## src/rtl/timer_pkg.sv

```systemverilog
// Shared constants for the countdown-timer display path: active-high segment
// glyphs, digit count and scan index width, and the blink phase encoding.
package timer_pkg;

    localparam int DIGITS = 4;
    localparam int IDX_W  = 2;

    // Glyphs are {g,f,e,d,c,b,a}, 1 = segment lit.
    localparam logic [6:0] SEG_0    = 7'h3F;
    localparam logic [6:0] SEG_1    = 7'h06;
    localparam logic [6:0] SEG_2    = 7'h5B;
    localparam logic [6:0] SEG_3    = 7'h4F;
    localparam logic [6:0] SEG_4    = 7'h66;
    localparam logic [6:0] SEG_5    = 7'h6D;
    localparam logic [6:0] SEG_6    = 7'h7D;
    localparam logic [6:0] SEG_7    = 7'h07;
    localparam logic [6:0] SEG_8    = 7'h7F;
    localparam logic [6:0] SEG_9    = 7'h6F;
    localparam logic [6:0] SEG_DASH = 7'h40;
    localparam logic [6:0] SEG_OFF  = 7'h00;

    // Blink phase: visible shows the scan, hidden forces every pin inactive.
    typedef enum logic {
        PH_VISIBLE = 1'b0,
        PH_HIDDEN  = 1'b1
    } phase_t;

endpackage

```

## src/rtl/bcd_to_7seg.sv

```systemverilog
// Combinational BCD to 7-segment decoder (active-high). Codes 10-15 show a
// dash so a glitching counter is visible rather than blank.
module bcd_to_7seg
    import timer_pkg::*;
(
    input  logic [3:0] bcd,
    output logic [6:0] seg
);

    // Glyph lookup; every code maps to a defined pattern, never X.
    always_comb begin
        seg = SEG_DASH;
        case (bcd)
            4'd0:    seg = SEG_0;
            4'd1:    seg = SEG_1;
            4'd2:    seg = SEG_2;
            4'd3:    seg = SEG_3;
            4'd4:    seg = SEG_4;
            4'd5:    seg = SEG_5;
            4'd6:    seg = SEG_6;
            4'd7:    seg = SEG_7;
            4'd8:    seg = SEG_8;
            4'd9:    seg = SEG_9;
            default: seg = SEG_DASH;
        endcase
    end

endmodule

```

## src/rtl/timer_display_scan.sv

```systemverilog
// Multiplexed 4-digit 7-segment driver for the MM:SS countdown timer.
// Scans one digit per DIV-cycle slot from a whole-frame snapshot of the
// counter outputs, with colon, leading-zero blanking and whole-display blink.
//
// Handshake note: there is no valid/ready pair here. The digit inputs are
// level signals sampled only at a snapshot; frame is a one-cycle strobe that
// marks the cycle in which the snapshot register loads.
module timer_display_scan
    import timer_pkg::*;
#(
    parameter int unsigned DIV          = 50000,
    parameter int unsigned BLINK_FRAMES = 64,
    parameter bit          ACTIVE_LOW   = 1'b1,
    parameter bit          BLANK_LZ     = 1'b1
) (
    input  logic       clock,
    input  logic       reset,
    input  logic [3:0] dig0,
    input  logic [3:0] dig1,
    input  logic [3:0] dig2,
    input  logic [3:0] dig3,
    input  logic       colon_en,
    input  logic       blink,
    output logic [6:0] seg,
    output logic       dp,
    output logic [3:0] an,
    output logic       frame
);

    localparam int unsigned CNT_W = (DIV > 2) ? $clog2(DIV) : 1;
    localparam int unsigned BF_W  = (BLINK_FRAMES > 1) ? $clog2(BLINK_FRAMES) : 1;
    localparam logic [CNT_W-1:0] CNT_MAX  = CNT_W'(DIV - 1);
    localparam logic [BF_W-1:0]  BF_MAX   = BF_W'(BLINK_FRAMES - 1);
    localparam logic [IDX_W-1:0] IDX_LAST = IDX_W'(DIGITS - 1);

    logic [CNT_W-1:0] cnt;
    logic [IDX_W-1:0] idx;
    logic             tick;
    logic             capture;
    logic             load_pend;
    logic [3:0]       snap [DIGITS];

    phase_t           phase_q, phase_d;
    logic [BF_W-1:0]  bcnt_q, bcnt_d;
    logic             hide;

    logic [3:0]       cur_digit;
    logic [6:0]       dec_seg;
    logic             blank;
    logic [6:0]       seg_ah;
    logic [3:0]       an_ah;
    logic             dp_ah;

    assign tick    = (cnt == CNT_MAX);
    assign capture = load_pend | (tick & (idx == IDX_LAST));
    assign frame   = capture & ~reset;

    // Slot prescaler and scan index: idx moves on once per DIV cycles.
    always_ff @(posedge clock) begin
        if (reset) begin
            cnt <= '0;
            idx <= '0;
        end else begin
            cnt <= tick ? '0 : cnt + CNT_W'(1);
            if (tick) begin
                idx <= idx + IDX_W'(1);
            end
        end
    end

    // Whole-frame snapshot so a borrow rippling through the counters never tears the display.
    always_ff @(posedge clock) begin
        if (reset) begin
            load_pend <= 1'b1;
            for (int i = 0; i < DIGITS; i++) begin
                snap[i] <= 4'd0;
            end
        end else if (capture) begin
            load_pend <= 1'b0;
            snap[0]   <= dig0;
            snap[1]   <= dig1;
            snap[2]   <= dig2;
            snap[3]   <= dig3;
        end
    end

    // Blink phase register.
    always_ff @(posedge clock) begin
        if (reset) begin
            phase_q <= PH_VISIBLE;
            bcnt_q  <= '0;
        end else begin
            phase_q <= phase_d;
            bcnt_q  <= bcnt_d;
        end
    end

    // Blink next state: count frames while blinking, flip phase every BLINK_FRAMES frames.
    always_comb begin
        phase_d = phase_q;
        bcnt_d  = bcnt_q;
        if (!blink) begin
            phase_d = PH_VISIBLE;
            bcnt_d  = '0;
        end else if (capture) begin
            if (bcnt_q == BF_MAX) begin
                bcnt_d  = '0;
                phase_d = (phase_q == PH_VISIBLE) ? PH_HIDDEN : PH_VISIBLE;
            end else begin
                bcnt_d = bcnt_q + BF_W'(1);
            end
        end
    end

    // Blink is qualified live so dropping it restores the pins on the next edge.
    assign hide = blink & (phase_q == PH_HIDDEN);

    assign cur_digit = snap[idx];

    bcd_to_7seg u_dec (
        .bcd (cur_digit),
        .seg (dec_seg)
    );

    // Active-high pin images for the current slot; the anode stays in the scan even when blanked.
    always_comb begin
        blank  = BLANK_LZ && (idx == IDX_LAST) && (snap[DIGITS-1] == 4'd0);
        seg_ah = (hide || blank) ? SEG_OFF : dec_seg;
        an_ah  = hide ? 4'b0000 : (4'b0001 << idx);
        dp_ah  = !hide && (idx == 2'd2) && colon_en;
    end

    // Output register; polarity is applied here only, so all internal logic stays active-high.
    always_ff @(posedge clock) begin
        if (reset) begin
            seg <= {7{ACTIVE_LOW}};
            dp  <= ACTIVE_LOW;
            an  <= {4{ACTIVE_LOW}};
        end else begin
            seg <= seg_ah ^ {7{ACTIVE_LOW}};
            dp  <= dp_ah ^ ACTIVE_LOW;
            an  <= an_ah ^ {4{ACTIVE_LOW}};
        end
    end

endmodule

```

## config.mk

```make
export PLATFORM = sky130hd
export DESIGN_NAME = timer_display_scan
export DESIGN_NICKNAME = d
export VERILOG_FILES = /design/src/rtl/timer_pkg.sv /design/src/rtl/bcd_to_7seg.sv /design/src/rtl/timer_display_scan.sv
export SDC_FILE = /design/constraint.sdc
export NUM_CORES = 1
export LEC_CHECK = 0
export ABC_AREA = 0
export ABC_CLOCK_PERIOD_IN_PS = 4000
export BUFFER_PORTS_ARGS = -buffer_cell sky130_fd_sc_hd__buf_4
export CAP_MARGIN = 10
export CORE_MARGIN = 2
export CORE_UTILIZATION = 50
export CTS_CLUSTER_DIAMETER = 200
export DETAILED_ROUTE_END_ITERATION = 8
export GPL_TIMING_DRIVEN = 0
export HOLD_SLACK_MARGIN = 0.08
export PLACE_DENSITY = 0.71
export SYNTH_ARGS = -nofsm -noshare
export SYNTH_HDL_FRONTEND = slang
export SYNTH_SLANG_ARGS = --single-unit
```

## constraint.sdc

```tcl
create_clock -name clock -period 4 [get_ports clock]
set_input_delay 0.6 -clock clock [delete_from_list [all_inputs] [get_ports clock]]
set_output_delay 0.6 -clock clock [all_outputs]
set_load 0.01 [all_outputs]
```

==> results of run 1 <==
-- Yosys cell counts, types with 2 or more instances --
| library cell | n |
|---|---|
| a21oi_1 | 11 |
| and2_1 | 17 |
| and3_1 | 3 |
| and4_1 | 4 |
| and4bb_2 | 2 |
| buf_2 | 4 |
| clkbuf_1 | 2 |
| dfxtp_1 | 40 |
| edfxtp_1 | 16 |
| ha_1 | 12 |
| inv_1 | 8 |
| mux2i_1 | 4 |
| mux4_2 | 4 |
| nand2_1 | 15 |
| nand2b_1 | 3 |
| nand3_1 | 9 |
| nand4_1 | 3 |
| nor2_1 | 19 |
| nor2b_1 | 4 |
| o21ai_0 | 12 |
| o31ai_1 | 2 |
| or3_1 | 7 |
| xnor2_1 | 4 |
| xor2_1 | 7 |
-- cells by family after synthesis --
logic type,Yosys count,share of synthesized area [%]
mux,8,5.331
flops,56,52.49
simple gates,92,21.53
xor+xnor,11,3.947
buf+inv,14,2.358
compound gates,32,8.201
fa+ha+maj,12,6.151
-- flip-flops by register name (all words and copies together), names as in the netlist, named ones only --
register	flops
phase_q	1
snap	16
load_pend	1
seg	7
bcnt_q	6
dp	1
idx	2
an	4
cnt	16
-- power by group through the flow --
| stage | combinational, mW | clock, mW | sequential [mW] |
|---|---|---|---|
| 2_1_floorplan | 0.0430 | 0 | 0.630 |
| 3_3_place_gp | 0.0822 | 0 | 0.628 |
| 3_5_place_dp | 0.0836 | 0 | 0.629 |
| 4_1_cts | 0.0838 | 0.368 | 0.615 |
| 5_1_grt | 0.0939 | 0.385 | 0.618 |
| 6_report | 0.0826 | 0.360 | 0.615 |
-- worst max-delay path by stage --
stage                     startpoint  endpoint  cells after the start
after floorplan               cnt[0]     frame                      5
after global placement        idx[1]     frame                      6
after detailed placement      idx[1]     frame                      6
after CTS                     cnt[0]     frame                      6
after global routing          idx[1]     frame                      6
final                         cnt[0]     frame                      6
-- worst register-to-register path: stages, from the launching register on --
cell	delay [ns]
dfxtp_1	0.34
ha_1	0.24
and4_1	0.22
a41oi_2	0.35
buf_2	0.27
nand2b_1	0.43
-- final cells by class --
cell class                 instances  area share (%)
inverter                           8           1.045
clock buffer                       6           2.526
tap                               67           2.918
multi-input combinational        155           38.37
buffer                             6          0.9582
sequential                        56           44.60
timing repair buffer              32           8.362
clock inverter                     2           1.220
-- per-layer routing --
metal	track usage [%]	up-vias	wire length, um
li1	-	873	-
met1	23.02	747	2060
met2	26.79	32	1826
met3	3.429	9	150
met4	6.667	0	78
met5	0	-	0
==> impl_results.md, run 1 <==
* Slew headroom at 50.34%
* TNS Setup at 0 ns
* WHS Path Cells at 1
* Clock share of power at 34.0%
* Multi-input gate area at 1102 sq um
* Fin crit share at 68.65%
* Detailed-route DRC error count at 0
* Number of fill cells at 410
* Syn. warnings at 0
* Worst-Margin Slew at 0.7449 ns
* Top delay family on crit path: simple AND/OR/NAND/NOR gates
* CTS tree: done
* Worst r2r src: idx[0]
* Vias/cell at 5.003
* Initial Util at 51.68%
* Fin util at 60.82%
* Hold Path End: cnt[0]
* Height of the die at 73.87 um
* Clk slew on worst S/H paths at 0.09 ns
* Flops & latches, synth at 56
* Wire per inst at 12.40 um
* Slowest CP cell: nor2_1
* Comb power frac at 7.8%
* Overall Global Routing Usage at 17.01%
* Hold Path Class: reg -> reg
* Placed instance area at 2765 sq um
* Startpoint types: flop
* Arrival @ worst endpoint at 2.15 ns
* Placed cell count at 324
* CP Class: reg -> out
* Buffers plus inverters on the worst setup path at 2
* Core area at 4723 sq um
* Syn Inst Count at 225
* Critical Path RT at 3.40 ns
* LEAKAGE at 1.126 nW
* Unique cell type count in the Yosys netlist at 37
* Final min period at 2.746 ns
* Global-route wire length before repair at 7.127 mm
* Max-cap violations at 0
* Mean Syn Cell Area at 10.85 sq um
* Status: completed
* Final wirelength at 4.116 mm
* Switch share at 21.13%
* Buffers on Ports at 32
* NetSw at 223.4 uW
* Synth top area cells: dfxtp_1 (33%), edfxtp_1 (20%), ha_1 (6.2%), and2_1 (4.4%), mux4_2 (3.7%)
* Antenna viol nets, final at 0
* RSZ-0062 raised after global routing: false
* Share of cells above drive strength 1 at 20.00%
* Post-synth top area cell: dfxtp_1
* Synth top area share at 32.80%
* Post-route insts no fill at 332
* Via Count at 1661
* Peak supply drop at 0.2009 mV
* Die ar. at 5457 sq um
* CTS Root Cell: clkbuf_8
* Worst-Skew Late Latency at 0.31 ns
* Top_reg_cell synth: dfxtp_1
* Largest net degree at the start of global routing at 17
* Fmax achieved at 364.2 MHz
* Via count of the first global-routing pass at 1606
* Endpoints failing hold at 0
* Seq/Total Area, Yosys at 52.49%
* Pwr Density at 368.1 nW/um^2
* Final Wtd Congestion at 0.7976
* Layout Skew at 0.004875 ns
* Cell internal pwr at 834.0 uW
* GRT Residual Overflow at 0
* Hold buffer count at CTS at 0
* Worst r2r dst: snap[0][3]
* Asr flop ratio synth at 0%
* Slew Viols, Final at 0
* Layout area overhead at 17.68%
* Setup Buffers After CTS at 0
* 1st-iter DRT viols at 101
* Hold path start: cnt[0]
* Reg area at 1281 sq um
* Num CTS Buffers at 5
* Cell Area, Synth at 2441 sq um
* Chip width at 73.87 um
* CTS resizes at 0
* Ant diodes at 0
* Max clock buf depth at 2
* Flop pwr share at 58.2%
* # IOs at 33
* CTS sink cnt at 56
* EDFF count, synth at 16
* Syn nets at 257
* Post-layout instance area at 2873 sq um
* Cell breakdown of the critical path: ha_1 > and4_1 > a41oi_2 > nor2_1 > buf_2 > buf_4
* CP Max Fanout at 10
* Rows at 25
* Max H-tree Level at 2
* Pre-CTS setup slack at 1.574 ns
* PnR Total Power at 1.057 mW
* Post-DP HPWL at 3.016 mm
* Nets at 296
* Final WS setup at 1.254 ns
* Final hold slack at 0.4486 ns
* Commonest non-fill, non-tap cell in the layout: dfxtp_1
* CP peak stage delay at 0.38 ns
* CP Capture Type: output pin
* Reg2Reg Setup Slack at 1.76 ns
* Setup violators final at 0
* Most frequent cells in the layout: dfxtp_1 (40), buf_4 (32), nor2_1 (19)
* Initial antenna violation count at 0
* Worst R2R Path Depth at 5
* First-pass DRT Iterations at 4
No activity file was read; power rests on OpenSTA's default activity.
==> inputs of run 2 (changes only) <==
--- a/config.mk
+++ b/config.mk
@@ -6,7 +6,7 @@
 export NUM_CORES = 1
 export LEC_CHECK = 0
 export ABC_AREA = 0
-export ABC_CLOCK_PERIOD_IN_PS = 4000
+export ABC_CLOCK_PERIOD_IN_PS = 2300
 export BUFFER_PORTS_ARGS = -buffer_cell sky130_fd_sc_hd__buf_4
 export CAP_MARGIN = 10
 export CORE_MARGIN = 2
@@ -15,7 +15,7 @@
 export DETAILED_ROUTE_END_ITERATION = 8
 export GPL_TIMING_DRIVEN = 0
 export HOLD_SLACK_MARGIN = 0.08
-export PLACE_DENSITY = 0.71
+export PLACE_DENSITY = 0.74
 export SYNTH_ARGS = -nofsm -noshare
 export SYNTH_HDL_FRONTEND = slang
 export SYNTH_SLANG_ARGS = --single-unit
==> constraint.sdc (replaced) <==
create_clock -name clock -period 2.3 [get_ports clock]
set_input_delay 0.345 -clock clock [delete_from_list [all_inputs] [get_ports clock]]
set_output_delay 0.345 -clock clock [all_outputs]
set_load 0.01 [all_outputs]
==> run 2 against run 1 <==
Global-route usage fell by 0.33 points. Count of clock-buffer cells in the layout did not move. Critical endpoint unchanged. Register-to-register slack got worse by 1.5 ns. Clock skew rose by 0.00097 ns. Final cell count did not move. Critical path depth fell by 1. Wire length fell by 2.0%. Largest power group unchanged. Total power rose by 64%.
==> impl_results.md, run 2 (synthesis gave the netlist of run 1 again) <==
* Height of the die at 73.87 um
* Worst-Margin Slew at 0.5310 ns
* Max clock buf depth at 2
* Top flop regs: cnt x16, snap x16, seg x7
* Worst r2r dst: snap[1][3]
* # IOs at 33
* Detailed-route DRC error count at 0
* Initial Util at 51.68%
* Worst r2r src: idx[1]
* Fmax achieved at 468.8 MHz
* Via count of the first global-routing pass at 1578
* Top delay family on crit path: simple AND/OR/NAND/NOR gates
* Slew headroom at 64.60%
* Commonest non-fill, non-tap cell in the layout: dfxtp_1
* Slowest CP cell: dfxtp_1
* Startpoint types: flop
* RSZ-0062 raised after global routing: false
* Core area at 4723 sq um
* Critical Path RT at 1.96 ns
* Final Wtd Congestion at 0.8161
* Peak supply drop at 0.3007 mV
* Final wirelength at 4.034 mm
* LEAKAGE at 1.112 nW
* Hold buffer count at CTS at 0
* CTS tree: done
* Clk slew on worst S/H paths at 0.10 ns
* Cell breakdown of the critical path: ha_2 > and4_1 > a41oi_4 > nor2_4 > buf_4
* Endpoints failing hold at 0
* WHS Path Cells at 2
* Most frequent cells in the layout: dfxtp_1 (40), buf_4 (33), nor2_1 (18)
* Pwr Density at 602.7 nW/um^2
* Buffers plus inverters on the worst setup path at 1
* Global-route wire length before repair at 6.927 mm
* Largest net degree at the start of global routing at 18
* CP Max Fanout at 11
* Antenna viol nets, final at 0
* Final min period at 2.133 ns
* CTS Root Cell: clkbuf_8
* Post-DP HPWL at 2.934 mm
* Fin crit share at 92.74%
* Max H-tree Level at 2
* Worst R2R Path Depth at 5
* Nets at 296
* Post-layout instance area at 2879 sq um
* Share of cells above drive strength 1 at 21.51%
* Wire per inst at 12.15 um
* Rows at 25
* CP peak stage delay at 0.39 ns
* Hold Path Class: in -> reg
* Vias/cell at 5.075
* Buffers on Ports at 32
* Pre-CTS setup slack at 0.05498 ns
* Hold path start: colon_en
* First-pass DRT Iterations at 4
* Final WS setup at 0.1670 ns
* CP Depth at 5
* Via Count at 1685
* Reg2Reg Setup Slack at 0.31 ns
* Max-cap violations at 0
* TNS Setup at 0 ns
* Chip width at 73.87 um
* CTS sink cnt at 56
* CP Capture Type: output pin
* Initial antenna violation count at 0
* CP Class: reg -> out
* Ant diodes at 0
* Num CTS Buffers at 5
* Hold Path End: dp
* GRT Residual Overflow at 0
* Status: completed
* Layout Skew at 0.005845 ns
* Arrival @ worst endpoint at 1.79 ns
* 1st-iter DRT viols at 81
* Overall Global Routing Usage at 16.68%
* Worst-Skew Late Latency at 0.30 ns
* Setup violators final at 0
* Slew Viols, Final at 0
* Layout area overhead at 17.94%
* Die ar. at 5457 sq um
* Placed instance area at 2765 sq um
* Fin util at 60.95%
## run 2: routing by layer
metal  vias to the layer above  share of wire, %  track usage (%)
met5                         -                 0                0
met4                         0               2.0            7.677
met3                         5               5.2            3.704
met2                        40                43            25.89
met1                       770                49            22.19
li1                        870                 -                -
## run 2: worst register-to-register path, cell delays in order, from the launching register on
cell and delay, ns:
dfxtp_1 0.35, ha_2 0.21, and4_1 0.23, a41oi_4 0.33, buf_2 0.27, nand2b_2 0.28
## run 2: power breakdown
group,internal (mW),leakage (nW),switching [mW]
Clock,0.214,0.0412,0.304
Combinational,0.0761,0.569,0.0723
Sequential,1.05,0.502,0.0154
## run 2: repair_timing
item | 4_1_cts | 5_1_grt
setup endpoints to repair | 1 | 1
buffers inserted | 1 | 0
gates resized for setup | 3 | 3
pin swaps | 1 | 0
## run 2: how the worst max path moves through the flow
stage,startpoint,endpoint,slack [ns]
3_5_place_dp,idx[0],snap[2][0],0.05
4_1_cts,idx[1],frame,0.03
6_report,idx[1],frame,0.17
3_3_place_gp,idx[0],snap[0][0],0.10
5_1_grt,idx[1],frame,0.05
2_1_floorplan,cnt[0],snap[0][0],0.43
## run 2: cell type report
class,count,area [sq um]
repair buffers,33,247.7
flip-flops and latches,56,1281
plain buffers,5,22.52
clock inverters,2,12.51
fillers,397,1844
well taps,67,83.83
clock buffers,6,72.57
inverters,8,30.03
multi-input cells,155,1129
## run 2: through the flow
| stage | hold WS, ns | std cells | power [mW] |
|---|---|---|---|
| after floorplan | 0.4132 | 225 | 1.170 |
| after global placement | 0.4272 | 324 | 1.235 |
| after detailed placement | 0.4320 | 324 | 1.240 |
| after CTS | 0.2117 | 333 | 1.756 |
| after global routing | 0.2162 | 332 | 1.808 |
| final | 0.2176 | 332 | 1.735 |
==> inputs of run 3 (changes only) <==
--- a/config.mk
+++ b/config.mk
@@ -6,16 +6,15 @@
 export NUM_CORES = 1
 export LEC_CHECK = 0
 export ABC_AREA = 0
-export ABC_CLOCK_PERIOD_IN_PS = 2300
+export ABC_CLOCK_PERIOD_IN_PS = 2740
 export BUFFER_PORTS_ARGS = -buffer_cell sky130_fd_sc_hd__buf_4
 export CAP_MARGIN = 10
-export CORE_MARGIN = 2
 export CORE_UTILIZATION = 50
 export CTS_CLUSTER_DIAMETER = 200
 export DETAILED_ROUTE_END_ITERATION = 8
 export GPL_TIMING_DRIVEN = 0
 export HOLD_SLACK_MARGIN = 0.08
-export PLACE_DENSITY = 0.74
+export PLACE_DENSITY = 0.71
 export SYNTH_ARGS = -nofsm -noshare
 export SYNTH_HDL_FRONTEND = slang
 export SYNTH_SLANG_ARGS = --single-unit
==> constraint.sdc (replaced) <==
create_clock -name clock -period 2.74 [get_ports clock]
set_input_delay 0.411 -clock clock [delete_from_list [all_inputs] [get_ports clock]]
set_output_delay 0.411 -clock clock [all_outputs]
set_load 0.01 [all_outputs]
==> run 3 against run 2 <==
Worst setup slack improved by 0.11 ns. Non-clock buffer count unchanged. Flip-flop and latch count unchanged. Sequential share of layout area increased by 0.27 points. Register-to-register slack improved by 0.14 ns. Sequential power decreased by 16%. Highest routed layer unchanged. Via count decreased by 0.65%. Worst hold slack improved by 0.069 ns. Critical path depth increased by 1. Global-route usage increased by 1.2 points. Count of clock-buffer cells in the layout increased by 1.
==> impl_results.md, run 3 (synthesis gave the netlist of run 1 again) <==
* Cell internal pwr at 1.153 mW
* Height of the die at 71.87 um
* Final Wtd Congestion at 0.7694
* CP Class: reg -> out
* Core area at 4723 sq um
* Peak supply drop at 0.2873 mV
* Hold Path Class: in -> reg
* RSZ-0062 raised after global routing: false
* Chip width at 71.87 um
* Global-route wire length before repair at 7.113 mm
* Post-layout instance area at 2861 sq um
* Pwr Density at 516.5 nW/um^2
* Flop pwr share at 60.8%
* Fin crit share at 89.99%
* Switch share at 22.00%
* Post-DP HPWL at 2.993 mm
* Pre-CTS setup slack at 0.4766 ns
* Worst-Margin Slew at 0.7465 ns
* Layout Skew at 0.004618 ns
* Reg area at 1281 sq um
* Initial Util at 51.68%
* Slew Viols, Final at 0
* LEAKAGE at 1.119 nW
* 1st-iter DRT viols at 66
* Layout area overhead at 17.22%
* Slowest CP cell: dfxtp_1
* Startpoint types: flop
* Hold buffer count at CTS at 0
* Via Count at 1674
* Detailed-route DRC error count at 0
* Max H-tree Level at 2
* NetSw at 325.2 uW
* Share of cells above drive strength 1 at 20.38%
* Placed instance area at 2765 sq um
* Die ar. at 5165 sq um
* Num CTS Buffers at 5
* CTS tree: done
* Clock share of power at 31.0%
* Initial antenna violation count at 0
* Clk slew on worst S/H paths at 0.09 ns
* Fmax achieved at 405.6 MHz
* Vias/cell at 5.042
* # IOs at 33
* Ant diodes at 0
* CP Capture Type: output pin
* TNS Setup at 0 ns
* Critical Path RT at 2.33 ns
* Max clock buf depth at 2
* Worst-Skew Late Latency at 0.30 ns
* Max-cap violations at 0
* Overall Global Routing Usage at 17.84%
* CP Max Fanout at 10
* CTS Root Cell: clkbuf_8
* CP peak stage delay at 0.39 ns
* Number of fill cells at 422
* Top flop regs: cnt x16, snap x16, seg x7
* Status: completed
* Most frequent cells in the layout: dfxtp_1 (40), buf_4 (32), nor2_1 (18)
* Slew headroom at 50.23%
* Setup violators final at 0
* Cell breakdown of the critical path: ha_1 > and4_1 > a41oi_2 > nor2_2 > buf_2 > buf_4
* Comb power frac at 8.2%
* Wire per inst at 12.27 um
* Buffers on Ports at 32
* Via count of the first global-routing pass at 1639
* Final min period at 2.466 ns
* Final wirelength at 4.073 mm
* CTS sink cnt at 56
* Final hold slack at 0.2869 ns
* Antenna viol nets, final at 0
* Nets at 296
* Arrival @ worst endpoint at 2.05 ns
* GRT Residual Overflow at 0
* Commonest non-fill, non-tap cell in the layout: dfxtp_1
* Rows at 25
* Final WS setup at 0.2744 ns
* First-pass DRT Iterations at 4
* Largest net degree at the start of global routing at 17
* Multi-input gate area at 1105 sq um
* Endpoints failing hold at 0
==> run 3: critical path, delay by kind of cell (launching register included) <==
kind                     cells  cell delay, ns
AO/OA/AOI/OAI                1            0.24
adder cells (fa/ha/maj)      1            0.22
flip-flops                   1            0.39
AND/OR/NAND/NOR              2            0.51
buffers and inverters        2            0.38
==> run 3: final timing paths <==
kind                  from          to  slack [ns]  cells after the start
setup / recovery    idx[1]       frame        0.27                      6
hold / removal    colon_en          dp        0.29                      2
setup reg to reg    idx[1]  snap[0][3]        0.45                      5
hold reg to reg     cnt[0]      cnt[0]        0.45                      1
==> run 3: per-layer routing <==
layer	part of all wire [%]	GRT usage, %	up-vias
met5	0	0	-
met4	1.8	8.715	0
met3	3.7	4.641	5
met2	45	27.67	34
met1	50	23.27	769
li1	-	-	866
==> run 3: cell type report <==
cell class | instances | area share [%]
Buffer | 6 | 0.9620
Clock buffer | 7 | 3.017
Clock inverter | 1 | 0.2624
Inverter | 8 | 1.049
Multi-Input combinational cell | 155 | 38.61
Sequential cell | 56 | 44.77
Tap cell | 67 | 2.930
Timing Repair Buffer | 32 | 8.395
==> run 3: stage by stage <==
stage / power [mW] / util [%] / std cells
after floorplan: 0.9821 / - / 225
after global placement: 1.036 / 58.54 / 324
after detailed placement: 1.040 / 58.54 / 324
after CTS: 1.492 / 60.53 / 332
after global routing: 1.539 / 60.58 / 332
final: 1.478 / 60.58 / 332
==> run 3: power groups by stage <==
| stage | registers (mW) | clock network, mW | logic, mW |
|---|---|---|---|
| 2_1_floorplan | 0.919 | 0 | 0.0628 |
| 6_report | 0.898 | 0.459 | 0.121 |
| 3_3_place_gp | 0.916 | 0 | 0.120 |
| 5_1_grt | 0.902 | 0.501 | 0.136 |
| 4_1_cts | 0.899 | 0.471 | 0.122 |
| 3_5_place_dp | 0.918 | 0 | 0.122 |
==> run 3: what timing repair did <==
item	4_1_cts	5_1_grt
gates resized for setup	0	1
setup buffers	0	0
setup endpoints to repair	0	1
